[config.mk]
export PLATFORM = sky130hd
export DESIGN_NAME = alu_divider
export DESIGN_NICKNAME = d
export VERILOG_FILES = /design/src/rtl/alu_divider.sv
export SDC_FILE = /design/constraint.sdc
export NUM_CORES = 1
export LEC_CHECK = 0
export ABC_AREA = 1
export CAP_MARGIN = 20
export CORE_MARGIN = 2
export CORE_UTILIZATION = 44
export CTS_CLUSTER_SIZE = 25
export DETAILED_ROUTE_END_ITERATION = 6
export GPL_TIMING_DRIVEN = 0
export PLACE_DENSITY = 0.73
export SLEW_MARGIN = 10
export SYNTH_ARGS = -nofsm -noshare
export SYNTH_HDL_FRONTEND = slang
export SYNTH_SLANG_ARGS = --single-unit
[constraint.sdc]
create_clock -name clk -period 1.1 [get_ports clk]
set_input_delay 0.165 -clock clk [delete_from_list [all_inputs] [get_ports clk]]
set_output_delay 0.165 -clock clk [all_outputs]
set_load 0.05 [all_outputs]
[src/rtl/alu_divider.sv]
// Restoring divider, 4-bit dividend by 2-bit divisor; one quotient bit per clock.
// Define ALU_DIV_EARLY_EXIT_EN to finish divisor==1 and dividend<divisor requests in one cycle.
module alu_divider (
  input  logic       clk,
  input  logic       rst,
  input  logic       start_i,
  input  logic [3:0] dividend_i,
  input  logic [1:0] divisor_i,
  output logic       busy_o,
  output logic       done_o,
  output logic [3:0] quotient_o,
  output logic [1:0] remainder_o,
  output logic       div_zero_o
);

  localparam logic [1:0] S_IDLE = 2'd0;
  localparam logic [1:0] S_CALC = 2'd1;
  localparam logic [1:0] S_DONE = 2'd2;

  logic [1:0] state_q, state_d;
  logic [2:0] p_q, p_d;
  logic [1:0] cnt_q, cnt_d;
  logic [3:0] dvd_q, dvd_d;
  logic [1:0] dvs_q, dvs_d;
  logic [3:0] quot_q, quot_d;
  logic [1:0] rem_q, rem_d;
  logic       dz_q, dz_d;

  logic [2:0] p_shift, p_sub, p_next;
  logic       q_bit;

  // P stays below 2*divisor, so a 3-bit compare/subtract covers every step.
  assign p_shift = {p_q[1:0], dvd_q[3]};
  assign p_sub   = p_shift - {1'b0, dvs_q};
  assign q_bit   = (p_shift >= {1'b0, dvs_q});
  assign p_next  = q_bit ? p_sub : p_shift;

  always_comb begin
    state_d = state_q;
    p_d     = p_q;
    cnt_d   = cnt_q;
    dvd_d   = dvd_q;
    dvs_d   = dvs_q;
    quot_d  = quot_q;
    rem_d   = rem_q;
    dz_d    = dz_q;
    case (state_q)
      S_IDLE, S_DONE: begin
        state_d = S_IDLE;
        if (start_i) begin
          dvd_d  = dividend_i;
          dvs_d  = divisor_i;
          p_d    = 3'd0;
          cnt_d  = 2'd0;
          quot_d = 4'd0;
          rem_d  = 2'd0;
          dz_d   = 1'b0;
          if (divisor_i == 2'd0) begin
            state_d = S_DONE;
            quot_d  = 4'hF;
            dz_d    = 1'b1;
          end
`ifdef ALU_DIV_EARLY_EXIT_EN
          else if (divisor_i == 2'd1) begin
            state_d = S_DONE;
            quot_d  = dividend_i;
          end else if (dividend_i < {2'b00, divisor_i}) begin
            state_d = S_DONE;
            rem_d   = dividend_i[1:0];
          end
`endif
          else begin
            state_d = S_CALC;
          end
        end
      end
      S_CALC: begin
        p_d    = p_next;
        dvd_d  = {dvd_q[2:0], 1'b0};
        quot_d = {quot_q[2:0], q_bit};
        cnt_d  = cnt_q + 2'd1;
        if (cnt_q == 2'd3) begin
          state_d = S_DONE;
          rem_d   = p_next[1:0];
        end
      end
      default: state_d = S_IDLE;
    endcase
  end

  always_ff @(posedge clk or posedge rst) begin
    if (rst) begin
      state_q <= S_IDLE;
      p_q     <= 3'd0;
      cnt_q   <= 2'd0;
      dvd_q   <= 4'd0;
      dvs_q   <= 2'd0;
      quot_q  <= 4'd0;
      rem_q   <= 2'd0;
      dz_q    <= 1'b0;
    end else begin
      state_q <= state_d;
      p_q     <= p_d;
      cnt_q   <= cnt_d;
      dvd_q   <= dvd_d;
      dvs_q   <= dvs_d;
      quot_q  <= quot_d;
      rem_q   <= rem_d;
      dz_q    <= dz_d;
    end
  end

  assign busy_o      = (state_q == S_CALC);
  assign done_o      = (state_q == S_DONE);
  assign quotient_o  = quot_q;
  assign remainder_o = rem_q;
  assign div_zero_o  = dz_q;

endmodule
# Word level (Yosys, flattened, before mapping)
# Index checks and enable logic that the tools add are counted.
word_totals:
  regBits: 19
  latch_bits: 0
  ramBits: 0
  mem_bits_ro: 0
  out_inout_bits: 9
  wordCells: 40
  mem_count: 0
op_classes:
  n_addsub: 2
  n_mul: 0
  n_div: 0
  n_lt_le_gt_ge: 1
  eq_ne: 5
  n_shift: 0
  mux: 17
  n_bitwise: 0
  n_reduce_logical: 7
ops:
  columns: ["op", "n"]
  rows:
  - ["case mux 2 bit (2 select lines)", 4]
  - ["case mux 4 bit (2 select lines)", 2]
  - ["2-to-1 mux 2 bit", 7]
  - ["2-to-1 mux 4 bit", 3]
  - ["equality test 2 bit (second input constant)", 2]
  - ["zero test 2 bit", 2]
  - ["AND reduction 2 bit", 2]
  - ["greater-or-equal comparator 3 x 2 -> 1 bit", 1]
  - ["AND reduction 3 bit", 1]
  - ["adder 2 x 1 -> 2 bit (second input constant)", 1]
  - ["equality test 2 x 1 -> 1 bit (second input constant)", 1]
  - ["inequality test 2 x 1 -> 1 bit (second input constant)", 1]
  - ["inequality test 2 bit (second input constant)", 1]
  - ["nonzero test 2 bit", 1]
  - ["OR reduction 2 bit", 1]
  - ["subtractor 2 bit", 1]
  - ["2-to-1 mux 1 bit", 1]

# Logic depth before layout (Yosys ltp)
depth:
  word_depth: 4
  mapped_depth: 10
  ltp_nobuf: 10

# Worst setup path after synthesis
# OpenSTA, ideal clock, no wires.
synth_timing:
  path_kind: "register to output"
  start: "register state_q[1]"
  end: "output done_o"
  arrival_ps: 1159
  path_slack_ps: -224
  stages_incl_launch_ff: 3
  n_path_buf: 0
  cell_sequence: "dfrtp_1 inv_2 nor2_1"
synth_between:
  elab_chain_cells: 1
synth_lines:
  columns: ["element", "line", "source"]
  rows:
  - ["start: declaration", "20", "logic [1:0] state_q, state_d;"]
  - ["start signal: assignment", "102", "state_q <= state_d;"]
  - ["equality test 2 bit", "114", "assign done_o = (state_q == S_DONE);"]
  - ["end: declaration", "10", "output logic done_o,"]
# No other way between the ends.

# Worst setup path after layout
layout_timing:
  start: "register p_q[0]"
  end: "register rem_q[1] (netlist: remainder_o[1])"
layout_between:
  elab_chain_cells: 4
  elab_cells_between_ends: 5
layout_lines:
  columns: ["element", "line", "source"]
  rows:
  - ["start: declaration", "21", "logic [2:0] p_q, p_d;"]
  - ["start signal: assignment", "103", "p_q <= p_d;"]
  - ["greater-or-equal comparator 3 x 2 -> 1 bit / subtractor 2 bit (equally long branches)", "35, 34", null]
  - ["2-to-1 mux 2 bit (*)", "36", "assign p_next = q_bit ? p_sub : p_shift;"]
  - ["2-to-1 mux 2 bit (*)", "82", "if (cnt_q == 2'd3) begin"]
  - ["case mux 2 bit (2 select lines) (*)", "47", "case (state_q)"]
  - ["end signal: assignment", "108", "rem_q <= rem_d;"]
  - ["end: declaration", "26", "logic [1:0] rem_q, rem_d;"]
# Mark *: on every way between the ends. The rest lies on a longest branch, timed or not. The select of a mux whose other input is x is not followed.
# A chain may end at the register's enable or synchronous reset.

==> impl_metrics.py <==
metrics = {
    "outcome": {
        "status": "complete, but fails checks",
        "violations": "negative setup slack",
    },
    "route": {
        "avgRoutedWirePerCell_um": 13.2,
        "wl_met3_um": 71,
        "highest_layer": "met4",
        "first_pass_iters": 5,
        "met1_length_um": 966,
        "routed_wirelength_um": 2150,
        "via_per_inst": 5.02,
        "antenna_left": 0,
        "vias": 818,
        "drt_iter0_drc": 17,
        "dr_wl_met2_um": 1080,
        "drc": 0,
    },
    "global_route": {
        "grt_start_max_net_pins": 20,
        "grt_usage_pct": 17.3,
        "grt_pass1_wl_um": 3210,
        "overflow": 0,
        "grt_pass1_vias": 760,
        "antenna_found_initial": 0,
    },
    "critical_path": {
        "ff2ff_path_depth": 8,
        "reg2reg_to": "remainder_o[1]",
        "path_max_fanout": 3,
        "worst_ep_required_time_ns": 1.35,
        "rrSetupSlack_ns": -0.19,
        "timing.rr.start": "p_q[0]",
        "crit_path_end_kind": "flop",
        "critPathKind": "reg2reg",
        "critical_path_arrival_ns": 1.53,
        "crit_path_start_kind": "flop",
    },
    "synth": {
        "synth_cell_type_count": 16,
        "synth_top_cells_by_area": "dfrtp_1 53%, nand2_1 14%, nor2_1 5.0%",
        "ys_seq_area_share_pct": 53.1,
        "synthCells": 102,
        "syn_nets": 114,
        "yosysWarnings": 0,
        "syn-cell-area_um2": 896,
        "synth_top_cell_area_share_pct": 53.1,
        "synth_area_per_cell_um2": 8.78,
        "synth_largest_area_cell": "dfrtp_1",
        "synth_seq_cells": 19,
    },
    "die": {
        "die_area_um2": 2410,
        "fp.dieW_um": 49.1,
        "rows": 16,
        "io_pins": 18,
        "die_h_um": 49.1,
        "initial_core_util_pct": 46.1,
        "core_area_um2": 1940,
    },
    "layout": {
        "area_delta_synth_final_pct": 52.9,
        "diodes": 0,
        "drive_gt1_share_pct": 44.1,
        "fin_util_pct": 70.6,
        "nNetsFinal": 149,
    },
    "job": {
        "cap_violations": 0,
    },
    "clock_network": {
        "clk_path_buf_depth": 2,
        "clock_latency_ns": 0.30,
        "htreeDepth": 1,
        "path_clk_slew_ns": 0.10,
        "numCtsBuffers": 3,
        "cts_tree": "yes",
        "root_buffer": "clkbuf_4",
        "postCtsHoldBufs": 0,
        "cts_sinks": 19,
    },
    "placement": {
        "port_buffers": 17,
        "dp_slack_ns": -0.608,
        "hpwl_um": 1270,
        "gp_congestion": 0.745,
    },
    "timing": {
        "min_period_ns": 1.29,
        "setup_viol": 9,
        "final_hold_viol_count": 0,
        "fin_tns_setup_ns": -1.13,
        "slew_headroom_pct": 54.1,
        "max_freq_ghz": 0.776,
        "drv_slew": 0,
        "fin_worst_skew_ns": 0.00391,
        "fin_ws_ns": -0.189,
        "rsz0062_at_grt": "yes",
        "worst_pin_slew_ns": 0.688,
        "post-route-period-util_pct": 117,
    },
    "worst_hold_path": {
        "hp-class": "in2async",
    },
}
[metal layers]
layer	vias up	global-route usage (%)
met4	0	10.0
met2	26	29.5
met5	-	0
met3	5	1.84
li1	391	-
met1	396	21.1
[state kept, by name, indices dropped and copies added (netlist names)]
signal       count
dvd_q            4
quotient_o       4
cnt_q            2
dvs_q            2
p_q              2
remainder_o      2
state_q          2
div_zero_o       1
[critical path, cell delays in order, from the launching register on]
cell and delay, ns:
dfrtp_1 0.44, ha_4 0.28, nand2_1 0.09, nand2_2 0.06
nor2_1 0.12, nand2_2 0.09, nand2_1 0.06, nand2_1 0.05
nand2_1 0.05
[kinds of logic after synthesis]
| family | count (synthesis) | synth area share (%) |
|---|---|---|
| adders and majority gates | 3 | 4.19 |
| and+or+nand+nor | 56 | 29.3 |
| DFF | 19 | 53.1 |
| AOI/OAI and AO/OA | 13 | 8.80 |
| buffers and inverters | 11 | 4.61 |
[synthesized netlist by cell type]
cell	number
a22o_1	2
nand2_1	33
nand3_1	3
nor2_8	1
ha_1	3
inv_2	5
a21boi_0	1
o21ai_0	6
o22ai_1	3
nand2_2	3
a21oi_1	1
nor2_1	12
dfrtp_1	19
inv_1	6
nand4_1	1
nand2_4	3
[placed cells by master, fill, tap and decap left out, types with 4 or more instances in the layout]
cell type and count:
nand2_1 25, dfrtp_1 18, buf_4 13, nand2_4 8, nor2_1 8, clkdlybuf4s50_1 8
buf_6 6, nand2_2 5, clkbuf_4 5, inv_2 4, o21ai_0 4
[what timing repair did]
| item | 4_1_cts | 5_1_grt |
|---|---|---|
| endpoints found under the setup margin | 20 | 20 |
| buffers inserted | 8 | 5 |
| gates resized for setup | 69 | 30 |
| pin swaps | 6 | 7 |
[through the flow]
step | area [um^2] | cells | hold WS [ns]
finish | 1370 | 163 | 0.265
global route | 1370 | 163 | 0.335
CTS | 1210 | 158 | 0.290
detailed placement | 1100 | 146 | 0.469
global placement | 1100 | 146 | 0.462
floorplan | 901 | 102 | 0.116
[cell type report]
cell class,instances,area (um^2)
Clock buffer,4,26.3
Inverter,11,53.8
Timing Repair Buffer,30,275
Tap cell,27,33.8
Sequential cell,19,477
Fill cell,150,572
Multi-Input combinational cell,72,504
[worst max-delay path by stage]
stage / from / slack (ns) / cells past startpoint / end
final: p_q[0] / -0.19 / 8 / remainder_o[1]
after CTS: dvd_q[3] / -0.20 / 10 / remainder_o[0]
after global routing: p_q[0] / -0.25 / 8 / remainder_o[1]
after detailed placement: state_q[0] / -0.61 / 3 / busy_o
after global placement: state_q[0] / -0.59 / 3 / busy_o
after floorplan: dvs_q[0] / -0.12 / 9 / remainder_o[0]
Power is not shown: default switching activity piles up to over one toggle a cycle in this logic, so the estimate is an artifact.
